--- src/rtl/jtag_boot_pkg.sv ---
`default_nettype none
// ============================================================================
// Module   : jtag_boot_pkg
// Purpose  : Shared command encoding, FSM states and TMS navigation patterns
//            for the JTAG boot sequencer.
// Revision : 1.0 - initial release
// ============================================================================
package jtag_boot_pkg;

    typedef enum logic [1:0] {
        CMD_RESET = 2'd0,
        CMD_IR    = 2'd1,
        CMD_DR    = 2'd2,
        CMD_IDLE  = 2'd3
    } jtag_cmd_e;

    typedef logic [2:0] state_t;

    localparam state_t ST_IDLE    = 3'd0;
    localparam state_t ST_RST_SEQ = 3'd1;
    localparam state_t ST_PRE     = 3'd2;
    localparam state_t ST_SHIFT   = 3'd3;
    localparam state_t ST_POST    = 3'd4;
    localparam state_t ST_WAIT    = 3'd5;
    localparam state_t ST_RSP     = 3'd6;
    localparam state_t ST_DONE    = 3'd7;

    // TMS patterns are played LSB first, starting from Run-Test/Idle.
    localparam logic [3:0] IR_PRE       = 4'b0011;
    localparam logic [2:0] DR_PRE       = 3'b001;
    localparam logic [1:0] POST_SEQ     = 2'b01;
    localparam int         RESET_CYCLES = 5;

endpackage
`default_nettype wire

--- src/rtl/jtag_boot_sequencer_tck_gen.sv ---
`default_nettype none
// ============================================================================
// Module   : jtag_tck_gen
// Purpose  : TCK divider with one-clk strobes on the edges where TCK rises
//            and falls; idles low and restarts at the start of a low phase.
// Revision : 1.0 - initial release
// ============================================================================
module jtag_tck_gen #(
    parameter int CLK_DIV = 4
) (
    input  logic clk,
    input  logic rst,
    input  logic en,
    output logic tck,
    output logic fall_stb,
    output logic rise_stb
);

    localparam int DIV_W = (CLK_DIV > 1) ? $clog2(CLK_DIV) : 1;

    logic [DIV_W-1:0] r_cnt;
    logic             r_phase;
    logic             w_term;

    assign w_term   = en && (r_cnt == DIV_W'(CLK_DIV - 1));
    assign rise_stb = w_term & ~r_phase;
    assign fall_stb = w_term & r_phase;
    assign tck      = r_phase;

    always_ff @(posedge clk) begin
        if (rst || !en) begin
            r_cnt   <= '0;
            r_phase <= 1'b0;
        end else if (w_term) begin
            r_cnt   <= '0;
            r_phase <= ~r_phase;
        end else begin
            r_cnt   <= r_cnt + DIV_W'(1);
        end
    end

endmodule
`default_nettype wire

--- src/rtl/jtag_boot_sequencer.sv ---
`default_nettype none
// ============================================================================
// Module   : jtag_boot_sequencer
// Purpose  : Plays RESET/IR/DR/IDLE TAP commands, verifies masked readback
//            and releases fetch_enable after a clean boot sequence.
// Revision : 1.0 - initial release
// ============================================================================
module jtag_boot_sequencer
    import jtag_boot_pkg::*;
#(
    parameter int DATA_W  = 64,
    parameter int CLK_DIV = 4,
    parameter int LEN_W   = $clog2(DATA_W)
) (
    input  logic              clk,
    input  logic              rst,
    input  logic              cmd_valid,
    output logic              cmd_ready,
    input  logic [1:0]        cmd_type,
    input  logic [LEN_W-1:0]  cmd_len,
    input  logic [DATA_W-1:0] cmd_data,
    input  logic [DATA_W-1:0] cmd_exp,
    input  logic [DATA_W-1:0] cmd_mask,
    input  logic              cmd_last,
    output logic              rsp_valid,
    output logic [DATA_W-1:0] rsp_data,
    output logic              rsp_mismatch,
    output logic              busy,
    output logic              done_o,
    output logic              error_o,
    output logic              fetch_enable_o,
    output logic              tck_o,
    output logic              trstn_o,
    output logic              tms_o,
    output logic              tdi_o,
    input  logic              tdo_i
);

    localparam int CNT_W = (LEN_W > 3) ? LEN_W : 3;

    state_t            r_state;
    logic [CNT_W-1:0]  r_cnt;
    logic [LEN_W-1:0]  r_len;
    logic [DATA_W-1:0] r_data;
    logic [DATA_W-1:0] r_exp;
    logic [DATA_W-1:0] r_mask;
    logic [DATA_W-1:0] r_cap;
    logic              r_last;
    logic [3:0]        r_nav;
    logic [CNT_W-1:0]  r_pre_last;
    logic              r_tms;
    logic              r_tdi;
    logic              r_trstn;
    logic              r_busy;
    logic              r_done;
    logic              r_error;
    logic              r_fetch;

    logic              w_tck_en;
    logic              w_fall;
    logic              w_rise;
    logic              w_accept;
    logic              w_finish;
    logic [LEN_W-1:0]  w_len;
    logic [DATA_W-1:0] w_lenmask;
    jtag_cmd_e         w_type;

    jtag_tck_gen #(
        .CLK_DIV (CLK_DIV)
    ) u_tck_gen (
        .clk      (clk),
        .rst      (rst),
        .en       (w_tck_en),
        .tck      (tck_o),
        .fall_stb (w_fall),
        .rise_stb (w_rise)
    );

    assign w_tck_en = (r_state == ST_RST_SEQ) || (r_state == ST_PRE) || (r_state == ST_SHIFT)
                   || (r_state == ST_POST) || (r_state == ST_WAIT);
    assign w_type   = jtag_cmd_e'(cmd_type);
    assign w_len    = (cmd_len > LEN_W'(DATA_W - 1)) ? LEN_W'(DATA_W - 1) : cmd_len;

    assign cmd_ready = (r_state == ST_IDLE) && !r_done && !rst;
    assign w_accept  = cmd_valid && cmd_ready;

    always_comb begin
        w_lenmask = '0;
        for (int i = 0; i < DATA_W; i++) begin
            w_lenmask[i] = (i <= int'(r_len));
        end
    end

    assign rsp_valid    = (r_state == ST_RSP);
    assign rsp_mismatch = rsp_valid && (|((r_cap ^ r_exp) & r_mask & w_lenmask));

    assign w_finish = ((r_state == ST_RST_SEQ) && w_fall && (r_cnt == CNT_W'(RESET_CYCLES)))
                   || ((r_state == ST_WAIT) && w_fall && (r_cnt == CNT_W'(r_len)))
                   || (r_state == ST_RSP);

    always_ff @(posedge clk) begin
        if (rst) begin
            r_state    <= ST_IDLE;
            r_cnt      <= '0;
            r_len      <= '0;
            r_data     <= '0;
            r_exp      <= '0;
            r_mask     <= '0;
            r_cap      <= '0;
            r_last     <= 1'b0;
            r_nav      <= '0;
            r_pre_last <= '0;
            r_tms      <= 1'b1;
            r_tdi      <= 1'b0;
            r_trstn    <= 1'b0;
            r_busy     <= 1'b0;
            r_done     <= 1'b0;
            r_error    <= 1'b0;
            r_fetch    <= 1'b0;
        end else begin
            r_fetch <= r_done & ~r_error;
            case (r_state)
                ST_IDLE: begin
                    if (w_accept) begin
                        r_len  <= w_len;
                        r_data <= cmd_data;
                        r_exp  <= cmd_exp;
                        r_mask <= cmd_mask;
                        r_last <= cmd_last;
                        r_cnt  <= '0;
                        r_busy <= 1'b1;
                        r_tdi  <= 1'b0;
                        case (w_type)
                            CMD_RESET: begin
                                r_state <= ST_RST_SEQ;
                                r_trstn <= 1'b0;
                                r_tms   <= 1'b1;
                            end
                            CMD_IR: begin
                                r_state    <= ST_PRE;
                                r_nav      <= IR_PRE;
                                r_pre_last <= CNT_W'(3);
                                r_tms      <= IR_PRE[0];
                                r_cap      <= '0;
                            end
                            CMD_DR: begin
                                r_state    <= ST_PRE;
                                r_nav      <= {1'b0, DR_PRE};
                                r_pre_last <= CNT_W'(2);
                                r_tms      <= DR_PRE[0];
                                r_cap      <= '0;
                            end
                            default: begin
                                r_state <= ST_WAIT;
                                r_tms   <= 1'b0;
                            end
                        endcase
                    end
                end
                ST_RST_SEQ: begin
                    if (w_fall) begin
                        r_cnt <= r_cnt + CNT_W'(1);
                        // Final TCK releases TRST and steps into Run-Test/Idle.
                        if (r_cnt == CNT_W'(RESET_CYCLES - 1)) begin
                            r_trstn <= 1'b1;
                            r_tms   <= 1'b0;
                        end
                    end
                end
                ST_PRE: begin
                    if (w_fall) begin
                        if (r_cnt == r_pre_last) begin
                            r_state <= ST_SHIFT;
                            r_cnt   <= '0;
                            r_tms   <= (r_len == '0);
                            r_tdi   <= r_data[0];
                        end else begin
                            r_cnt <= r_cnt + CNT_W'(1);
                            r_tms <= r_nav[1];
                            r_nav <= r_nav >> 1;
                        end
                    end
                end
                ST_SHIFT: begin
                    if (w_rise) begin
                        r_cap[r_cnt[LEN_W-1:0]] <= tdo_i;
                    end
                    if (w_fall) begin
                        if (r_cnt == CNT_W'(r_len)) begin
                            r_state <= ST_POST;
                            r_cnt   <= '0;
                            r_nav   <= {2'b00, POST_SEQ};
                            r_tms   <= POST_SEQ[0];
                            r_tdi   <= 1'b0;
                        end else begin
                            r_cnt  <= r_cnt + CNT_W'(1);
                            r_tdi  <= r_data[1];
                            r_data <= r_data >> 1;
                            r_tms  <= ((r_cnt + CNT_W'(1)) == CNT_W'(r_len));
                        end
                    end
                end
                ST_POST: begin
                    if (w_fall) begin
                        if (r_cnt == CNT_W'(1)) begin
                            r_state <= ST_RSP;
                        end else begin
                            r_cnt <= r_cnt + CNT_W'(1);
                            r_tms <= r_nav[1];
                            r_nav <= r_nav >> 1;
                        end
                    end
                end
                ST_WAIT: begin
                    if (w_fall) begin
                        r_cnt <= r_cnt + CNT_W'(1);
                    end
                end
                ST_RSP: begin
                    if (rsp_mismatch) begin
                        r_error <= 1'b1;
                    end
                end
                ST_DONE: begin
                end
                default: begin
                    r_state <= ST_IDLE;
                end
            endcase

            if (w_finish) begin
                r_state <= r_last ? ST_DONE : ST_IDLE;
                r_busy  <= 1'b0;
                r_done  <= r_last;
            end
        end
    end

    assign rsp_data       = r_cap;
    assign busy           = r_busy;
    assign done_o         = r_done;
    assign error_o        = r_error;
    assign fetch_enable_o = r_fetch;
    assign trstn_o        = r_trstn;
    assign tms_o          = r_tms;
    assign tdi_o          = r_tdi;

endmodule
`default_nettype wire
--- config.mk ---
export PLATFORM = sky130hd
export DESIGN_NAME = jtag_boot_sequencer
export DESIGN_NICKNAME = d
export VERILOG_FILES = /design/src/rtl/jtag_boot_pkg.sv /design/src/rtl/jtag_boot_sequencer_tck_gen.sv /design/src/rtl/jtag_boot_sequencer.sv
export SDC_FILE = /design/constraint.sdc
export NUM_CORES = 1
export LEC_CHECK = 0
export CAP_MARGIN = 0
export CELL_PAD_IN_SITES_DETAIL_PLACEMENT = 0
export CELL_PAD_IN_SITES_GLOBAL_PLACEMENT = 1
export CORE_UTILIZATION = 35
export CTS_BUF_LIST = sky130_fd_sc_hd__clkbuf_4 sky130_fd_sc_hd__clkbuf_8
export CTS_CLUSTER_SIZE = 12
export DETAILED_ROUTE_END_ITERATION = 16
export GPL_ROUTABILITY_DRIVEN = 0
export PLACE_DENSITY = 0.8
export SLEW_MARGIN = 20
export SYNTH_ARGS = -nofsm -noshare
export SYNTH_HDL_FRONTEND = slang
export SYNTH_SLANG_ARGS = --single-unit
--- constraint.sdc ---
create_clock -name clk -period 2.4 [get_ports clk]
set_input_delay 0.48 -clock clk [delete_from_list [all_inputs] [get_ports clk]]
set_output_delay 0.48 -clock clk [all_outputs]
set_load 0.01 [all_outputs]
==> run metrics <==
core area=0.03776 mm^2; Worst Path Class, Setup=reg -> out; area grow syn2layout=43.70%; pwr/cell area=737.4 mW/mm^2; worst-skew pair later-pin latency=0.61 ns; max-cap violations=0; Fillers=3642; Final Hold Fails=0; slew margin rel.=0.4581; Max rail drop VDD=0.3786 mV; P_leak=7.466 nW; vias=14190; Internal=9.736 mW; Num CTS Buffers=50; Comb pwr share=0.257; Slew Viols, Final=0; Clock Tree Root=clkbuf_8; Worst Tran Pin Value=0.8129 ns; Worst-path clk slew=0.07 ns; CTS Sinks=285; register share of total power=0.401; std cell rows=71; top-area cell type share of the netlist area=0.4246; first-pass GRT wire length=76700 um; FMAX=319.2 MHz; top_reg_cell synth=dfxtp_1; asr flop ratio synth=0; Final setup viols=1; Fin Setup TNS=-0.7324 ns; Die Y-Extent=197.9 um; Tot Pwr=14.24 mW; antenna cells=0; period utilization=1.305; die footprint=0.03918 mm^2; Post-synth EDFFs=0; Final Skew=0.04818 ns; Post-Layout Inst Area=0.01931 mm^2; share of layout cells above drive strength 1=0.1695; RSZ-0062 raised after global routing=true; syn nets=1976; Synth Cell Area=0.01344 mm^2; Seq cells post-synth=285; top cells by area, synth=dfxtp_1, nand2_1, a21oi_1; CTS max path bufs=3; hold_ws=0.3883 ns; Worst Path Max Fanout=8; Starting Density=0.3559; Yosys top cell by area=dfxtp_1; switch share=0.3162; Worst Setup Start Kind=register; Synth cell types=74; Routed Wire Length=50400 um; initial DRC count=1147; Final Worst Setup Slack=-0.7324 ns; GRT Util Overall=0.2525; failing checks=setup timing; CTS H-tree lvls=2; IO Port Bufs=279; TritonCTS clock tree=built; Avg WL per Cell=18.62 um; crit path DAT=2.65 ns; Mean Syn Cell Area=7.626 um^2; post-DP HPWL=36670 um; CTS Hold Buffers Added=0; status=finished with violations; vias in the first global route=13450; initial antenna violation count=2; chip width=197.9 um; grt total ovfl=0; Clk network pwr share=0.342; most frequent cell after synthesis=nand2_1; Commonest cells post-synth=nand2_1, dfxtp_1, a21oi_1, nand3_1, clkbuf_1; HP Class=in -> reg; first-pass iteration count of the detailed router=6; net load switching power=4.503 mW; placed cell area=0.01804 mm^2; Worst EP required=1.92 ns; sequential fraction of the synthesis area=0.4246; final worst path period need=3.132 ns; IO Pins=280; largest net degree at the start of global routing=92; Crit. End Element=primary output; Routed Antenna Nets=0; Final nets=2370; synth warn=0; Synth Instances=1762; routed vias/inst=5.244; drt drc=0
==> stage by stage <==
stage / utilization / std cells / setup WS [ns]
final: 0.5115 / 2706 / -0.7324
after global routing: 0.5115 / 2706 / -0.8201
after global placement: 0.4777 / 2614 / -0.6597
after floorplan: - / 1762 / 0.01846
after CTS: 0.5093 / 2705 / -0.7431
after detailed placement: 0.4777 / 2614 / -0.6560
==> power groups by stage <==
stage | Sequential, mW | Clock, mW | Combinational [mW]
global placement | 5.77 | 0 | 3.52
floorplan | 5.63 | 0 | 2.06
global route | 5.77 | 5.19 | 4.00
CTS | 5.70 | 4.97 | 3.60
detailed placement | 5.78 | 0 | 3.55
finish | 5.71 | 4.87 | 3.66
==> routing by layer <==
layer,wire (um),global-route usage,up-vias,share of wire
li1,-,-,6869,-
met3,4009,0.05229,98,0.080
met5,26,0,-,0.00052
met4,1452,0.08412,4,0.029
met1,22040,0.3388,6654,0.44
met2,22870,0.4017,565,0.45
==> state kept, by name, indices dropped and copies added (netlist names), 2 cells and up <==
register	flops
r_mask	64
u_tck_gen.r_cnt	2
rsp_data	64
r_len	6
r_cnt	6
r_exp	64
r_pre_last	2
r_data	64
r_state	3
==> layout make-up <==
cell class	instances	area [um^2]	share of cell area
flip-flops and latches	285	5715	0.2960
inverters	14	52.55	0.002721
clock inverters	6	41.29	0.002138
repair buffers	496	4582	0.2373
multi-input cells	1309	7209	0.3734
clock buffers	85	1070	0.05540
well taps	511	639.4	0.03311
==> placed cells by master, fill, tap and decap left out, types with 7 or more instances in the layout <==
cell type and instances:
and2_1 13, xnor2_1 9, nor2_1 103, nand3_1 139, nand4_1 8, clkbuf_8 70
nand2_1 482, a21oi_1 225, buf_6 8, o21ai_0 10, dfxtp_1 279, xor2_1 69
inv_1 14, ha_1 9, buf_4 198, and3_1 7, a32oi_1 20, clkdlybuf4s50_1 274
clkbuf_4 16, a311oi_1 64, a22oi_1 11, buf_12 11
==> worst max-delay path: stages (launching register included) <==
cell	delay, ns
dfxtp_2	0.33
buf_6	0.13
or3_4	0.39
o311ai_1	0.24
nand4_1	0.14
nor4_1	0.19
nand4_1	0.16
nor2_2	0.18
a21oi_2	0.12
buf_2	0.16
==> worst paths after layout <==
path                                    startpoint            endpoint  slack, ns  cells after the start
worst max-delay path                      r_len[1]        rsp_mismatch      -0.73                      9
worst min-delay path                           rst               tdi_o       0.39                      3
worst max register to register            r_len[4]              done_o       0.04                     10
worst min register to register  u_tck_gen.r_cnt[0]  u_tck_gen.r_cnt[0]       0.42                      1
==> kinds of logic (layout without fill, tap and decap cells) <==
family                   count (synthesis)  in the layout  synth area share
XOR/XNOR                                80             80           0.05326
AND/OR/NAND/NOR                        812            812            0.2627
flip-flops                             285            285            0.4246
buffers and inverters                  168            601           0.05130
adder cells (fa/ha/maj)                  9              9          0.008380
multiplexers                             3              3          0.002607
AO/OA/AOI/OAI                          405            405            0.1972
==> timing repair <==
action                     in CTS  in global routing
setup buffers                   0                  1
resized for setup              32                 19
pin swaps                      12                  7
setup endpoints to repair       8                  9
Note: power is estimated with default switching activity, not from simulation.
